`config.mk`:
```
export PLATFORM = sky130hd
export DESIGN_NAME = fetch_stage
export DESIGN_NICKNAME = d
export VERILOG_FILES = /design/src/rtl/fetch_stage.sv
export SDC_FILE = /design/constraint.sdc
export NUM_CORES = 1
export LEC_CHECK = 0
export CAP_MARGIN = 25
export CORE_UTILIZATION = 57
export DETAILED_ROUTE_END_ITERATION = 8
export GPL_TIMING_DRIVEN = 0
export HOLD_SLACK_MARGIN = 0.06
export PLACE_DENSITY = 0.85
export SYNTH_ARGS = -nofsm -noshare
export SYNTH_HDL_FRONTEND = slang
export SYNTH_SLANG_ARGS = --single-unit
```
`constraint.sdc`:
```
create_clock -name clk -period 18.15 [get_ports clk]
set_clock_uncertainty 0.15 [all_clocks]
set_input_delay 3.63 -clock clk [delete_from_list [all_inputs] [get_ports clk]]
set_output_delay 3.63 -clock clk [all_outputs]
set_load 0.1 [all_outputs]
```
`src/rtl/fetch_stage.sv`:
```
// -----------------------------------------------------------------------------
// fetch_stage
//
// Instruction fetch stage. It owns the PC and issues one word read at a time
// on the memory fetch port. Returned instructions go into a small FIFO that
// feeds decode. Redirects from execute flush the stage and restart fetch.
//
// Ports:
//   clk            clock
//   reset_n        synchronous active-low reset
//   fe_req         fetch request to memory (combinational, credit-gated)
//   fe_addr        fetch address (always word aligned, equals the PC)
//   fe_ack         memory accepted the request this cycle
//   fe_data        read data, valid the cycle after an acked request
//   redirect_valid execute redirect (branch/jump/trap)
//   redirect_pc    redirect target; a misaligned target raises a fetch fault
//   de_valid       instruction buffer head is valid
//   de_ready       decode consumes the head this cycle
//   de_pc          PC of the head instruction
//   de_insn        head instruction word
//   de_misaligned  head carries a misaligned-fetch fault
//   de_pred_taken  head JAL was predicted taken
//
// Build option:
//   FETCH_PREDICT_EN  when defined, a JAL whose target is word aligned is
//                     followed at fetch time and its entry is marked
//                     de_pred_taken. When undefined, de_pred_taken is 0.
// -----------------------------------------------------------------------------
module fetch_stage #(
    parameter logic [31:0] RESET_PC = 32'h0000_0000,
    parameter int          QDEPTH   = 2
) (
    input  logic        clk,
    input  logic        reset_n,
    output logic        fe_req,
    output logic [31:0] fe_addr,
    input  logic        fe_ack,
    input  logic [31:0] fe_data,
    input  logic        redirect_valid,
    input  logic [31:0] redirect_pc,
    output logic        de_valid,
    input  logic        de_ready,
    output logic [31:0] de_pc,
    output logic [31:0] de_insn,
    output logic        de_misaligned,
    output logic        de_pred_taken
);

    localparam int          PW       = $clog2(QDEPTH);
    localparam int          CW       = PW + 1;
    localparam logic [31:0] NOP_INSN = 32'h0000_0013;

    typedef enum logic [1:0] {
        ST_RUN   = 2'd0,
        ST_FAULT = 2'd1,
        ST_HALT  = 2'd2
    } state_t;

    state_t         state_r;
    state_t         state_next_s;

    logic [31:0]    pc_r;
    logic [31:0]    resp_pc_r;
    logic [31:0]    fault_pc_r;
    logic           inflight_r;
    logic           kill_r;

    logic [31:0]    q_pc_r   [QDEPTH];
    logic [31:0]    q_insn_r [QDEPTH];
    logic           q_mis_r  [QDEPTH];
    logic           q_pred_r [QDEPTH];
    logic [PW-1:0]  wr_ptr_r;
    logic [PW-1:0]  rd_ptr_r;
    logic [CW-1:0]  count_r;

    logic           pop_s;
    logic [CW:0]    need_s;
    logic           fe_req_s;
    logic           ack_s;
    logic           resp_s;
    logic           fault_push_s;
    logic           pred_take_s;
    logic [31:0]    pred_target_s;

    logic           push_s;
    logic [31:0]    push_pc_s;
    logic [31:0]    push_insn_s;
    logic           push_mis_s;
    logic           push_pred_s;

    assign de_valid = (count_r != {CW{1'b0}});
    assign pop_s    = de_valid & de_ready;

    // Slots that would be occupied after this cycle's pop, counting the
    // response already in flight; a new request needs one free slot.
    assign need_s   = {1'b0, count_r} + (CW + 1)'(inflight_r) - (CW + 1)'(pop_s);
    assign fe_req_s = reset_n & (state_r == ST_RUN) & ~redirect_valid
                    & (need_s < (CW + 1)'(QDEPTH));
    assign ack_s    = fe_req_s & fe_ack;

    assign fe_req   = fe_req_s;
    assign fe_addr  = pc_r;

    // A response is dropped when a prediction killed it or a redirect
    // flushes the stage in the cycle it arrives.
    assign resp_s       = inflight_r & ~kill_r & ~redirect_valid;
    assign fault_push_s = (state_r == ST_FAULT) & ~redirect_valid;

`ifdef FETCH_PREDICT_EN
    function automatic logic [31:0] jal_target(input logic [31:0] pc,
                                               input logic [31:0] insn);
        return pc + {{11{insn[31]}}, insn[31], insn[19:12], insn[20],
                     insn[30:21], 1'b0};
    endfunction

    assign pred_target_s = jal_target(resp_pc_r, fe_data);
    // Only word-aligned JAL targets are followed; the rest fall through.
    assign pred_take_s   = resp_s & (fe_data[6:0] == 7'b1101111)
                         & ~pred_target_s[1];
`else
    assign pred_target_s = 32'h0000_0000;
    assign pred_take_s   = 1'b0;
`endif

    // Select what enters the buffer: the fault marker or a memory response.
    always_comb begin
        push_s      = 1'b0;
        push_pc_s   = 32'h0000_0000;
        push_insn_s = 32'h0000_0000;
        push_mis_s  = 1'b0;
        push_pred_s = 1'b0;
        if (fault_push_s) begin
            push_s      = 1'b1;
            push_pc_s   = fault_pc_r;
            push_insn_s = NOP_INSN;
            push_mis_s  = 1'b1;
        end else if (resp_s) begin
            push_s      = 1'b1;
            push_pc_s   = resp_pc_r;
            push_insn_s = fe_data;
            push_pred_s = pred_take_s;
        end else begin
            push_s      = 1'b0;
        end
    end

    // Next-state logic: a redirect re-evaluates from any state.
    always_comb begin
        state_next_s = state_r;
        if (redirect_valid) begin
            if (redirect_pc[1:0] != 2'b00) begin
                state_next_s = ST_FAULT;
            end else begin
                state_next_s = ST_RUN;
            end
        end else begin
            case (state_r)
                ST_RUN:   state_next_s = ST_RUN;
                ST_FAULT: state_next_s = ST_HALT;
                ST_HALT:  state_next_s = ST_HALT;
                default:  state_next_s = ST_HALT;
            endcase
        end
    end

    // State register.
    always_ff @(posedge clk) begin
        if (!reset_n) begin
            state_r <= ST_RUN;
        end else begin
            state_r <= state_next_s;
        end
    end

    // PC update: redirect beats prediction, prediction beats sequential.
    always_ff @(posedge clk) begin
        if (!reset_n) begin
            pc_r <= RESET_PC;
        end else if (redirect_valid) begin
            pc_r <= {redirect_pc[31:2], 2'b00};
        end else if (pred_take_s) begin
            pc_r <= pred_target_s;
        end else if (ack_s) begin
            pc_r <= pc_r + 32'd4;
        end
    end

    // In-flight request tracking and fault address capture.
    always_ff @(posedge clk) begin
        if (!reset_n) begin
            inflight_r <= 1'b0;
            kill_r     <= 1'b0;
            resp_pc_r  <= 32'h0000_0000;
            fault_pc_r <= 32'h0000_0000;
        end else begin
            inflight_r <= ack_s;
            // The fall-through fetch issued alongside a taken prediction
            // must not reach the buffer.
            kill_r     <= ack_s & pred_take_s;
            if (ack_s) begin
                resp_pc_r <= pc_r;
            end
            if (redirect_valid) begin
                fault_pc_r <= redirect_pc;
            end
        end
    end

    // Instruction buffer storage, pointers and occupancy.
    always_ff @(posedge clk) begin
        if (!reset_n) begin
            for (int i = 0; i < QDEPTH; i++) begin
                q_pc_r[i]   <= 32'h0000_0000;
                q_insn_r[i] <= 32'h0000_0000;
                q_mis_r[i]  <= 1'b0;
                q_pred_r[i] <= 1'b0;
            end
            wr_ptr_r <= {PW{1'b0}};
            rd_ptr_r <= {PW{1'b0}};
            count_r  <= {CW{1'b0}};
        end else if (redirect_valid) begin
            wr_ptr_r <= {PW{1'b0}};
            rd_ptr_r <= {PW{1'b0}};
            count_r  <= {CW{1'b0}};
        end else begin
            if (push_s) begin
                q_pc_r[wr_ptr_r]   <= push_pc_s;
                q_insn_r[wr_ptr_r] <= push_insn_s;
                q_mis_r[wr_ptr_r]  <= push_mis_s;
                q_pred_r[wr_ptr_r] <= push_pred_s;
                wr_ptr_r           <= wr_ptr_r + PW'(1'b1);
            end
            if (pop_s) begin
                rd_ptr_r <= rd_ptr_r + PW'(1'b1);
            end
            count_r <= count_r + CW'(push_s) - CW'(pop_s);
        end
    end

    assign de_pc         = q_pc_r[rd_ptr_r];
    assign de_insn       = q_insn_r[rd_ptr_r];
    assign de_misaligned = q_mis_r[rd_ptr_r];
    assign de_pred_taken = q_pred_r[rd_ptr_r];

endmodule

```
==> results.json, run 1 <==
{
  "status": "completed",
  "critical_path.top_delay_family": "buffers and inverters",
  "place.port_buffers": 164,
  "clk_latency_ns": 0.50,
  "slew-limit-headroom_pct": 30.1,
  "root_buffer": "clkbuf_16",
  "fmax_mhz": 94.0,
  "synthCells": 928,
  "fin_crit_sh_pct": 58.6,
  "power.total_mw": 1.23,
  "post_cts_buffers": 0,
  "yosysTopAreaCellShare_pct": 38.8,
  "placed_cells": 1316,
  "area_growth_pct": 27.0,
  "irDropWorstVdd_uv": 60.3,
  "crit_chain": "clkdlybuf4s50_1 -> and2_1 -> ha_1 -> nand2b_1 -> fa_1 -> xnor2_1 -> and3_1 -> clkdlybuf4s50_1",
  "fin_crit_ns": 10.64,
  "design.die.area_um2": 17900,
  "dr_wl_met3_mm": 2.60,
  "rsz0062_at_grt": "no",
  "ant_nets": 0,
  "syn_avg_cell_area_um2": 10.7,
  "top_layer_used": "met4",
  "required_ns": 14.37,
  "hold_path.class": "reg -> reg",
  "routed_wl_mm": 26.1,
  "hold_violations": 0,
  "p_per_area_nw_per_um2": 97.6,
  "setup_violations": 0,
  "yosysMostFrequentCell": "nor2_1",
  "cpMaxStageDelayCell": "clkdlybuf4s50_1",
  "cts_resized": 0,
  "ys_ff_latch": 230,
  "ctsHtreeMaxLevel": 1,
  "cts.path.max_buffers": 3,
  "cts_sinks": 230,
  "cts_hold_buffers": 0,
  "antenna_cells": 0,
  "critPathKind": "in -> out",
  "crit_fanout": 4,
  "drt_iter0_markers": 683,
  "drv_slew": 0,
  "p_leak_nw": 4.30,
  "initial_core_util_pct": 59.1,
  "worst_slew_pin_slew_ns": 1.05,
  "fin_setup_tns_ns": 0,
  "drv_cap": 0,
  "yosysWarningCount": 0,
  "core_um2": 16800,
  "dieWidth_um": 134,
  "synthArstFlopShare_pct": 0,
  "crit_top_cell": "clkdlybuf4s50_1",
  "grt_antenna_before_repair": 0,
  "worst_hold_slack_ns": 0.303,
  "place.detailed.hpwl_mm": 17.8,
  "wl_met1_mm": 10.4,
  "via_count": 7946,
  "yosys.area.top_type": "edfxtp_1",
  "io_pins": 169,
  "rows": 47,
  "gr-total-overflow": 0,
  "synth_area_leaders": "edfxtp_1, dfxtp_1, mux2_2",
  "die_h_um": 134,
  "critical-path-max-stage-delay_ns": 1.15,
  "drive_gt1_share_pct": 12.7,
  "grt_pass1_wl_mm": 40.8,
  "synth_edf_count": 128,
  "tritoncts": "done",
  "routabilityCongestion": 0.907,
  "clk_pin_slew_ns": 0.06,
  "place_ws_ns": 7.52,
  "synth_ff_type": "edfxtp_1",
  "yosys-top-cells-count": "nor2_1, nand2_1, edfxtp_1",
  "wl_met2_mm": 12.4,
  "synth_cell_types": 53,
  "worstPathArrival_ns": 6.86,
  "grt_max_degree": 65,
  "finalNonFillerCells": 1357,
  "grt_use_total_pct": 29.2,
  "grt_pass1_vias": 7916,
  "cts-buffers-inserted": 23,
  "viasPerCell": 5.86,
  "worst_slack_ns": 7.51,
  "syn-cell-area_um2": 9910,
  "dr.pass1.iters": 6,
  "cp-start-kind": "input port",
  "critPathCaptureType": "output port",
  "layout.nets": 1195,
  "path_buf_inv": 2,
  "wire_per_inst_um": 19.2,
  "ys_seq_area_share_pct": 59.4,
  "drc": 0
}
tightest hold or removal path, stage by stage (launching register included):
cell and delay [ns]:
dfxtp_1 0.31, nand2_1 0.05, a21oi_1 0.05
placed cells by master, fill, tap and decap left out, types with 23 or more instances in the layout:
| cell type | synthesis | layout |
|---|---|---|
| a21oi_1 | 59 | 59 |
| nand2_1 | 130 | 129 |
| clkdlybuf4s50_1 | 0 | 164 |
| mux2_2 | 67 | 67 |
| dfxtp_1 | 102 | 102 |
| nor2_1 | 164 | 164 |
| clkbuf_16 | 0 | 23 |
| edfxtp_1 | 128 | 128 |
| a22oi_1 | 39 | 39 |
| clkbuf_1 | 35 | 43 |
area by class of cell:
type | count | area, µm²
plain buffers | 67 | 302
inverters | 11 | 41.3
multi-input cells | 622 | 3710
well taps | 220 | 275
fillers | 1154 | 4170
clock buffers | 35 | 661
flip-flops and latches | 230 | 5890
repair buffers | 166 | 1690
clock inverters | 6 | 27.5
sequential cells by signal, indices dropped and copies added, names as in the netlist, named ones only:
| signal | cells |
|---|---|
| fault_pc_r | 32 |
| state_r | 2 |
| wr_ptr_r | 1 |
| q_mis_r | 2 |
| inflight_r | 1 |
| fe_addr | 30 |
| rd_ptr_r | 1 |
| resp_pc_r | 30 |
| q_pc_r | 64 |
| count_r | 2 |
| q_insn_r | 64 |
report_power, final:
group / total (mW) / internal [mW] / switching, mW
clock network: 0.438 / 0.250 / 0.188
logic: 0.205 / 0.0566 / 0.149
registers: 0.586 / 0.572 / 0.0139
total: 1.23 / 0.878 / 0.351
logic make-up after synthesis:
kind of cell | share of synthesized area [%]
buffers and inverters | 3.46
DFF | 59.4
xor gates and xnor gates | 1.50
other | 0.0378
and+or+nand+nor | 16.2
AOI/OAI and AO/OA | 9.06
muxes | 9.63
adders and majority gates | 0.707
metal layers:
layer	vias up	GRT usage, %
met1	3769	38.1
met2	449	48.7
met4	0	11.0
li1	3670	-
met3	58	5.18
met5	-	0
path summary, 6_finish.rpt:
| check | slack, ns | depth (start not counted) | startpoint | end |
|---|---|---|---|---|
| worst max-delay path | 7.51 | 8 | de_ready | fe_req |
| worst min-delay path | 0.30 | 2 | resp_pc_r[30] | resp_pc_r[30] |
| worst max register to register | 14.67 | 11 | count_r[1] | fe_addr[8] |
| worst min register to register | 0.30 | 2 | resp_pc_r[30] | resp_pc_r[30] |
per-stage QoR:
stage	cell area (µm²)	util (%)
after floorplan	9920	-
after global placement	11800	70.6
after detailed placement	11900	71.0
after CTS	12600	75.1
after global routing	12600	75.1
final	12600	75.1
Power figures use the tool's default switching activity.
==> inputs of run 2 (changes only) <==
Settings changed: CORE_UTILIZATION 57 to 48, PLACE_DENSITY 0.85 to 0.76.
Clock period 18.15 ns to 9.7 ns, I/O delays scaled along.
==> results.json, run 2 (synthesis gave the netlist of run 1 again) <==
{
  "hold_path.class": "reg -> reg",
  "slew-limit-headroom_pct": 28.9,
  "whs_path_depth": 2,
  "clk_pin_slew_ns": 0.05,
  "design.die.area_um2": 21200,
  "rows": 52,
  "ctsHtreeMaxLevel": 1,
  "p_leak_nw": 4.33,
  "post_cts_buffers": 0,
  "drt_iter0_markers": 655,
  "tritoncts": "done",
  "crit_fanout": 4,
  "grt_max_degree": 65,
  "grt_antenna_before_repair": 0,
  "final_util_pct": 62.9,
  "place.port_buffers": 164,
  "combPwrFrac_pct": 16.3,
  "required_ns": 7.61,
  "clk_latency_ns": 0.52,
  "critPathCaptureType": "output port",
  "final_cell_area_um2": 12700,
  "initial_core_util_pct": 49.0,
  "drv_cap": 0,
  "irDropWorstVdd_uv": 132,
  "area_growth_pct": 28.3,
  "critPathKind": "in -> out",
  "gr-total-overflow": 0,
  "rsz0062_at_grt": "no",
  "worstPathArrival_ns": 5.19,
  "status": "completed",
  "final_cell_mix": "nor2_1, clkdlybuf4s50_1, nand2_1",
  "grt_pass1_wl_mm": 40.0,
  "io_pins": 169,
  "power.total_mw": 2.36,
  "cts.path.max_buffers": 3,
  "setup_violations": 0,
  "fin_crit_sh_pct": 75.1,
  "routabilityCongestion": 0.868,
  "ff2ff_path_depth": 12,
  "p_per_area_nw_per_um2": 185,
  "cts_hold_buffers": 0,
  "switchingPower_mw": 0.660,
  "finalNonFillerCells": 1409,
  "ant_nets": 0,
  "cts_sinks": 230,
  "viasPerCell": 5.53,
  "dr.pass1.iters": 5,
  "seq_power_share_pct": 46.5,
  "drive_gt1_share_pct": 12.7,
  "hold_violations": 0,
  "drc": 0,
  "core_um2": 20200,
  "layout.nets": 1196,
  "reg_top3": "q_insn_r x64, q_pc_r x64, fault_pc_r x32",
  "dieWidth_um": 146,
  "root_buffer": "clkbuf_16",
  "cts_resized": 0,
  "antenna_cells": 0,
  "worst_hold_slack_ns": 0.304,
  "p_sw_share_pct": 28.0,
  "drv_slew": 0,
  "cts-buffers-inserted": 24,
  "via_count": 7787,
  "pwr-share-clk_pct": 37.2,
  "cp-start-kind": "input port",
  "grt_pass1_vias": 7553,
  "fin_crit_ns": 7.28,
  "die_h_um": 146,
  "routed_wl_mm": 25.7,
  "grt_use_total_pct": 24.0,
  "p_int_mw": 1.70,
  "worst_slew_pin_slew_ns": 1.06,
  "place.detailed.hpwl_mm": 17.8,
  "wire_per_inst_um": 18.3,
  "placed_cell_area_um2": 12000,
  "fmax_mhz": 137,
  "placed_cells": 1366
}
-- run 2: area by class of cell --
type	instances	area, µm²
Buffer	67	302
Clock buffer	37	701
Clock inverter	6	55.1
Fill cell	1653	7510
Inverter	11	41.3
Multi-Input combinational cell	622	3710
Sequential cell	230	5890
Tap cell	270	338
Timing Repair Buffer	166	1690
-- run 2: final timing paths --
kind / slack (ns) / startpoint / endpoint
setup / recovery: 2.42 / de_ready / fe_req
hold reg to reg: 0.30 / resp_pc_r[12] / resp_pc_r[12]
hold / removal: 0.30 / resp_pc_r[12] / resp_pc_r[12]
setup reg to reg: 6.27 / count_r[1] / fe_addr[10]
-- run 2: per-stage QoR --
stage	setup TNS [ns]	setup slack [ns]
2_1_floorplan	0	1.84
3_3_place_gp	-79.76	-1.57
3_5_place_dp	0	2.48
4_1_cts	0	2.46
5_1_grt	0	2.34
6_report	0	2.42
-- run 2: power by group through the flow --
stage	Clock, mW	Sequential, mW	Combinational [mW]
final	0.878	1.10	0.384
after global routing	0.923	1.10	0.397
after CTS	0.889	1.10	0.383
after detailed placement	0	1.12	0.382
after global placement	0	1.12	0.376
after floorplan	0	1.17	0.215
-- run 2: routing by layer --
metal	GRT usage (%)	part of all wire, %	vias up
met2	39.1	47	371
met3	3.79	9.1	48
met5	0	0	-
met1	33.1	42	3714
met4	7.53	2.1	0
li1	-	-	3654
-- run 2: worst max-delay path, stage by stage --
cell	delay [ns]
clkdlybuf4s50_1	0.45
and2_1	0.21
ha_1	0.25
nand2b_1	0.15
fa_1	0.37
xnor2_1	0.36
and3_1	0.30
clkdlybuf4s50_1	1.16
